File: config.mk
export PLATFORM = sky130hd
export DESIGN_NAME = program_loader
export DESIGN_NICKNAME = d
export VERILOG_FILES = /design/src/rtl/program_loader.sv
export SDC_FILE = /design/constraint.sdc
export NUM_CORES = 1
export LEC_CHECK = 0
export ABC_AREA = 1
export ABC_CLOCK_PERIOD_IN_PS = 2700
export CAP_MARGIN = 10
export CORE_MARGIN = 4
export CORE_UTILIZATION = 35
export DETAILED_ROUTE_END_ITERATION = 10
export GPL_ROUTABILITY_DRIVEN = 0
export GPL_TIMING_DRIVEN = 0
export PLACE_DENSITY = 0.56
export SYNTH_ARGS = -nofsm -noshare
export SYNTH_HDL_FRONTEND = slang
export SYNTH_SLANG_ARGS = --single-unit
File: constraint.sdc
create_clock -name clock -period 2.7 [get_ports clock]
set_clock_uncertainty 0.1 [all_clocks]
set_input_delay 0.54 -clock clock [delete_from_list [all_inputs] [get_ports clock]]
set_output_delay 0.54 -clock clock [all_outputs]
set_load 0.03 [all_outputs]
File: src/rtl/program_loader.sv
// Program loader: streams instruction words into program memory, optionally pads the rest
// with HALT words (LOADER_HALT_FILL_EN), then releases the core via core_run.
module program_loader #(
  parameter int                    INST_WIDTH = 16,
  parameter int                    ADDR_WIDTH = 10,
  parameter logic [INST_WIDTH-1:0] HALT_WORD  = '1
) (
  input  logic                  clock,
  input  logic                  reset,
  input  logic                  start,
  input  logic                  in_valid,
  input  logic [INST_WIDTH-1:0] in_data,
  input  logic                  in_last,
  output logic                  in_ready,
  output logic                  mem_we,
  output logic [ADDR_WIDTH-1:0] mem_addr,
  output logic [INST_WIDTH-1:0] mem_wdata,
  output logic                  core_run,
  output logic                  busy,
  output logic                  error,
  output logic [ADDR_WIDTH:0]   loaded_count
);

  localparam logic [ADDR_WIDTH-1:0] LAST_ADDR = '1;

  typedef enum logic [1:0] {IDLE, LOAD, FILL, RUN} state_t;

  state_t                  state, state_next;
  logic [ADDR_WIDTH-1:0]   wptr, wptr_next;
  logic [ADDR_WIDTH:0]     count, count_next;
  logic                    error_q, error_next;
  logic                    we_next;
  logic [ADDR_WIDTH-1:0]   addr_next;
  logic [INST_WIDTH-1:0]   wdata_next;
  logic                    accept;

  assign in_ready     = (state == LOAD);
  assign busy         = (state == LOAD) || (state == FILL);
  assign accept       = in_valid && (state == LOAD);
  assign error        = error_q;
  assign loaded_count = count;

  always_comb begin
    state_next = state;
    wptr_next  = wptr;
    count_next = count;
    error_next = error_q;
    we_next    = 1'b0;
    addr_next  = mem_addr;
    wdata_next = mem_wdata;
    unique case (state)
      IDLE, RUN: begin
        if (start) begin
          state_next = LOAD;
          wptr_next  = '0;
          count_next = '0;
          error_next = 1'b0;
        end
      end
      LOAD: begin
        if (accept) begin
          we_next    = 1'b1;
          addr_next  = wptr;
          wdata_next = in_data;
          count_next = count + 1'b1;
          // wptr saturates at the last address so an overflow never wraps onto word 0
          if (wptr != LAST_ADDR) begin
            wptr_next = wptr + 1'b1;
          end
          if (in_last) begin
`ifdef LOADER_HALT_FILL_EN
            state_next = (wptr == LAST_ADDR) ? RUN : FILL;
`else
            state_next = RUN;
`endif
          end else if (wptr == LAST_ADDR) begin
            state_next = IDLE;
            error_next = 1'b1;
          end
        end
      end
`ifdef LOADER_HALT_FILL_EN
      FILL: begin
        we_next    = 1'b1;
        addr_next  = wptr;
        wdata_next = HALT_WORD;
        if (wptr == LAST_ADDR) begin
          state_next = RUN;
        end else begin
          wptr_next = wptr + 1'b1;
        end
      end
`endif
      default: begin
        // FILL is unreachable without the fill feature; recover to IDLE without writing
        state_next = IDLE;
        wdata_next = HALT_WORD;
      end
    endcase
  end

  // core_run follows the next state so it is registered yet high exactly while in RUN
  always_ff @(posedge clock or negedge reset) begin
    if (!reset) begin
      state     <= IDLE;
      wptr      <= '0;
      count     <= '0;
      error_q   <= 1'b0;
      mem_we    <= 1'b0;
      mem_addr  <= '0;
      mem_wdata <= '0;
      core_run  <= 1'b0;
    end else begin
      state     <= state_next;
      wptr      <= wptr_next;
      count     <= count_next;
      error_q   <= error_next;
      mem_we    <= we_next;
      mem_addr  <= addr_next;
      mem_wdata <= wdata_next;
      core_run  <= (state_next == RUN);
    end
  end

endmodule
==> summary.md, run 1 <==
| Metric | Value |
|---|---|
| WHS | 0.03757 ns |
| Total die area | 9200 um^2 |
| Leakage | 1.612 nW |
| Cell variety after synth | 30 |
| WP data required | 2.06 ns |
| Cell family contributing the most delay on the critical path | buffers and inverters |
| Layout Nets | 417 |
| Root Buffer | clkbuf_8 |
| Cell seen most often among critical-path stages | inv_1 |
| CTS H-tree lvls | 2 |
| R2r endpoint | wptr[5] |
| Setup slack after layout | 0.1333 ns |
| Max Clk Rate | 389.6 MHz |
| Pre-CTS WS | 0.4424 ns |
| First-pass GRT wire length | 10.59 mm |
| Slew Limit Fails | 0 |
| CP Data Arrival Time | 1.93 ns |
| DRC Markers | 0 |
| Syn_nets | 347 |
| CP Capture Type | output port |
| GR Util met1 | 0.1973 |
| Clock sink total | 52 |
| Core footprint | 7370 um^2 |
| Starting Density | 0.3671 |
| Hold Fails Final Rpt | 0 |
| Num rows | 31 |
| Top-level I/O count | 63 |
| Unrepaired setup endpoints after global routing | false |
| Tot GR Track Use | 0.1460 |
| Status | completed |
| Yosys top cell area share | 0.4810 |
| HPWL after DPL | 4.738 mm |
| Share of the yosys chip area belonging to registers | 0.4810 |
| Via count | 2268 |
| Detail Route Antenna Nets | 0 |
| Final wirelength | 6.317 mm |
| WL/cell | 12.87 um |
| Critical Path Start Type | flop |
| # setup viols final | 0 |
| Post-cts resize count | 0 |
| Layout cell share with drive strength beyond 1 | 0.1020 |
| Initial antenna violation count | 0 |
| Crit-path cells | inv_1, ha_1, inv_1, clkdlybuf4s50_1 |
| Max Cap Viol | 0 |
| Instance count of the mapped netlist | 322 |
| Post-synth top area cell | dfrtp_1 |
| Mapped Area | 2705 um^2 |
| Buffers added on ports | 62 |
| Setup TNS | 0 ns |
| Synth area leaders | dfrtp_1 48%, nand2_1 11%, o21ai_0 5.4%, inv_1 5.3%, nor2_1 4.6% |
| Crit path max-delay cell type | clkdlybuf4s50_1 |
| Worst VDD drop | 342.3 uV |
| Routed vias/inst | 4.619 |
| Met2 Use GR | 0.2362 |
| CTS tree | yes |
| Post-layout min period | 2.567 ns |
| Grt total ovfl | 0 |
| Die Width | 95.92 um |
| Largest net degree at the start of global routing | 39 |
| Vert. Die Dim | 95.92 um |
| Max Buffers Root-to-Sink | 2 |
| Worst reg-to-reg setup slack | 0.69 ns |
| Num CTS Buffers | 5 |
| Relative slew slack | 0.7046 |
| Synth Warn # | 0 |
| GR Util met3 | 0.03206 |
| Initial DRC count | 98 |
| Setup repair bufs after CTS | 0 |
| Reg2Reg Depth | 10 |
| CP max stage delay | 0.71 ns |
| Inserted Diodes | 0 |
| Min-Delay Path Class | in -> async |
| Power Density | 1080 nW/um^2 |
| Post-CTS Hold Fix Bufs | 0 |
| FILL cells | 758 |
| Clock transition at path regs | 0.09 ns |
| Worst-Margin Slew | 0.4432 ns |
| Crit path buffers/inverters | 3 |
| Layout area overhead | 30.94% |
| Register bit total from synthesis | 52 |
| Setup CP Type | reg -> out |
| Syn_area_per_cell | 8.401 um^2 |
| TritonRoute pass-1 iters | 4 |
| Top Usage Layer GRT | met2 |
| Crit Path Max Fanout | 3 |
| FF-to-FF Start | state[0] |
| Final Cycle Share | 0.9506 |
| Vias in the first global route | 2226 |
| Skew-Pair Late Insertion Delay | 0.31 ns |
==> cell type report <==
cell class / count / area, um^2 / area share
buffer: 11 / 107.6 / 0.03038
clock buffer: 6 / 72.57 / 0.02049
clock inverter: 1 / 5.005 / 0.001413
inverter: 41 / 166.4 / 0.04698
multi-input combinational: 218 / 1130 / 0.3190
sequential: 52 / 1301 / 0.3674
tap: 99 / 123.9 / 0.03497
timing repair buffer: 63 / 635.6 / 0.1794
==> synth_stat cells <==
cell type and count:
buf_4 2, nand2_4 3, nand4_1 16, inv_8 1, nor2_8 3, o21ai_0 29
inv_1 38, nor2_2 2, nor3b_2 1, o21bai_1 1, dfrtp_1 52, buf_6 1
buf_2 2, nand2_1 79, a32o_1 1, buf_12 3, o21ai_2 5, clkbuf_1 3
nand2_2 4, a21oi_2 1, and2_1 1, nand3_2 1, a21oi_1 7, inv_4 2
nor3_1 5, nand3_1 19, nor2_4 1, xor2_1 2, ha_1 4, nor2_1 33
==> cell usage in the layout, fill, tap and decap left out, drive strengths merged <==
| cell type | instances |
|---|---|
| nor3 | 5 |
| a32o | 1 |
| buf | 10 |
| o21bai | 1 |
| a21oi | 8 |
| nand4 | 16 |
| xor2 | 2 |
| inv | 41 |
| o21ai | 34 |
| nor2 | 39 |
| nand3 | 20 |
| clkbuf | 9 |
| ha | 4 |
| clkinv | 1 |
| dfrtp | 52 |
| nand2 | 86 |
| and2 | 1 |
| nor3b | 1 |
| clkdlybuf4s50 | 61 |
==> per-layer routing <==
metal  vias to the layer above  part of all wire
met5                         -                 0
met4                         0             0.011
met3                         5             0.064
met2                        54              0.44
met1                      1032              0.48
li1                       1177                 -
==> power breakdown <==
group	switching, mW	internal (mW)	leakage (nW)
logic	1.41	0.854	0.895
clock network	0.255	0.177	0.0410
registers	0.132	0.994	0.676
==> worst max path at each step <==
stage,start,end,slack [ns],cells after the start
floorplan,state[1],wptr[4],0.77,12
global placement,reset,loaded_count[10],-0.71,1
detailed placement,start,wptr[6],0.44,10
CTS,state[0],busy,0.13,4
global route,state[0],busy,0.07,4
finish,state[0],busy,0.13,4
==> worst register-to-register path, stage by stage (launching register included) <==
cell	delay (ns)
dfrtp_1	0.40
inv_1	0.08
ha_1	0.32
nand2_1	0.21
nand2_4	0.11
nor2_4	0.20
inv_4	0.10
nand2_4	0.13
buf_12	0.14
nand4_1	0.08
nand2_1	0.07
==> sequential cells by signal, indices dropped and copies added, names as in the netlist <==
name	count
loaded_count	11
error	1
core_run	1
wptr	10
mem_wdata	16
mem_we	1
state	2
mem_addr	10
==> cell families (layout without fill, tap and decap cells) <==
group | after synthesis | count (layout) | synth area share
AOI/OAI and AO/OA | 44 | 44 | 0.09251
xor gates and xnor gates | 2 | 2 | 0.006477
adders and majority gates | 4 | 4 | 0.01850
buffers and inverters | 52 | 122 | 0.1013
DFF | 52 | 52 | 0.4810
and+or+nand+nor | 168 | 168 | 0.3002
==> per-stage QoR <==
step	instances	utilization	area, um^2	power (mW)
global placement	483	0.4681	3450	3.414
finish	491	0.4806	3542	3.826
global route	491	0.4806	3542	4.119
floorplan	322	-	2705	2.682
detailed placement	484	0.4701	3465	3.445
CTS	491	0.4806	3542	3.877
No activity file was read; power rests on OpenSTA's default activity.
==> run 2, diff against run 1 <==
CORE_MARGIN = not set   (was 4)
SLEW_MARGIN = 30   (was not set)
==> summary.md, run 2 (synthesis results as in run 1) <==
| Metric | Value |
|---|---|
| Initial antenna violation count | 0 |
| WP data required | 2.06 ns |
| Largest net degree at the start of global routing | 36 |
| Grt total ovfl | 0 |
| WHS | 0.3882 ns |
| FILL cells | 748 |
| Min-Delay Path Class | reg -> reg |
| Skew-Pair Late Insertion Delay | 0.31 ns |
| Commonest cells after routing, fill and taps aside | 79 x nand2_1, 61 x clkdlybuf4s50_1, 52 x dfrtp_1 |
| First-pass GRT wire length | 10.90 mm |
| Largest register FFs | 16 |
| TritonRoute pass-1 iters | 4 |
| Final wirelength | 6.243 mm |
| CTS tree | yes |
| Leakage | 1.631 nW |
| Clock sink total | 52 |
| Layout Nets | 418 |
| Num rows | 31 |
| Worst VDD drop | 432.9 uV |
| Die Width | 89.92 um |
| # setup viols final | 0 |
| Hold Fails Final Rpt | 0 |
| Commonest non-fill, non-tap cell in the layout | nand2_1 |
| Top reg by flops | mem_wdata |
| Inserted Diodes | 0 |
| Unrepaired setup endpoints after global routing | false |
| Post-layout min period | 2.542 ns |
| Critical Path Start Type | flop |
| Tot GR Track Use | 0.1650 |
| Initial DRC count | 119 |
| Setup TNS | 0 ns |
| Top-level I/O count | 63 |
| Setup CP Type | reg -> out |
| Root Buffer | clkbuf_8 |
| Crit Path Max Fanout | 3 |
| Layout cell share with drive strength beyond 1 | 0.1041 |
| Relative slew slack | 0.7096 |
| Detail Route Antenna Nets | 0 |
| Vias in the first global route | 2300 |
| Area of the multi-input gates | 1130 um^2 |
| Status | completed |
| CTS H-tree lvls | 2 |
| Worst-Margin Slew | 0.4356 ns |
| Placed Cells | 484 |
| DRC Markers | 0 |
| Routed vias/inst | 4.594 |
| Setup repair bufs after CTS | 0 |
| Layout area overhead | 32.52% |
| Max Clk Rate | 393.4 MHz |
| Starting Density | 0.3671 |
| Final instance count without filler cells | 493 |
| CP Data Arrival Time | 1.90 ns |
| WL/cell | 12.66 um |
| Max Cap Viol | 0 |
| Num CTS Buffers | 5 |
| Vert. Die Dim | 89.92 um |
| Total die area | 8085 um^2 |
| Register Area | 1301 um^2 |
| HPWL after DPL | 4.589 mm |
| Final Cycle Share | 0.9416 |
| Clock transition at path regs | 0.10 ns |
| Core footprint | 7370 um^2 |
| Slew Limit Fails | 0 |
| Max Buffers Root-to-Sink | 2 |
| Via count | 2265 |
| Power Density | 1092 nW/um^2 |
| CP Capture Type | output port |
| Buffers added on ports | 62 |
[run 2: cell count changes in the layout (fill, tap and decap cells not counted)]
cell / before / now
buf_2: 3 / 2
bufinv_16: 0 / 1
buf_4: 2 / 3
dlygate4sd3_1: 0 / 1
[run 2: path summary, 6_finish.rpt]
| kind | from | endpoint | slack, ns | depth (start not counted) |
|---|---|---|---|---|
| max reg2reg | state[0] | wptr[5] | 0.70 | 10 |
| max | state[0] | busy | 0.16 | 4 |
| min in group asynchronous | reset | mem_wdata[10] | 0.54 | 2 |
| min | mem_addr[8] | mem_addr[8] | 0.39 | 2 |
| min reg2reg | mem_addr[8] | mem_addr[8] | 0.39 | 2 |
| max in group asynchronous | reset | wptr[9] | 1.48 | 3 |
[run 2: where the power goes]
| group | leakage (nW) | switching, mW | internal [mW] |
|---|---|---|---|
| Clock | 0.0552 | 0.257 | 0.276 |
| Combinational | 0.900 | 1.40 | 0.856 |
| Sequential | 0.676 | 0.133 | 0.994 |
[run 2: timing repair]
action	in CTS	in global routing
hold endpoints to repair	15	0
resized for setup	0	0
hold buffers	1	0
setup endpoints to repair	0	0
[run 2: metal layers]
layer / part of all wire / GRT usage
met1: 0.49 / 0.2222
met2: 0.46 / 0.2712
met3: 0.034 / 0.03130
met4: 0.012 / 0.04704
met5: 0 / 0
[run 2: worst max-delay path: stages (launching register included)]
cell and delay [ns]:
dfrtp_1 0.39, inv_1 0.07, ha_1 0.32, inv_1 0.12, clkdlybuf4s50_1 0.69
[run 2: final cells by class]
cell class              count  share of cell area
plain buffers              11             0.03002
flip-flops and latches     52              0.3630
well taps                  99             0.03456
clock buffers               6             0.02024
inverters                  41             0.04642
clock inverters             2            0.009773
multi-input cells         218              0.3152
repair buffers             64              0.1808
[run 2: metrics by stage]
step	area (um^2)	worst slack, ns	util	power [mW]
final	3585	0.1578	0.4864	3.915
after global routing	3585	0.06873	0.4864	4.198
after CTS	3585	0.1472	0.4864	3.979
after detailed placement	3467	0.4375	0.4705	3.428
after global placement	3450	-0.7235	0.4681	3.414
after floorplan	2705	0.7734	-	2.682
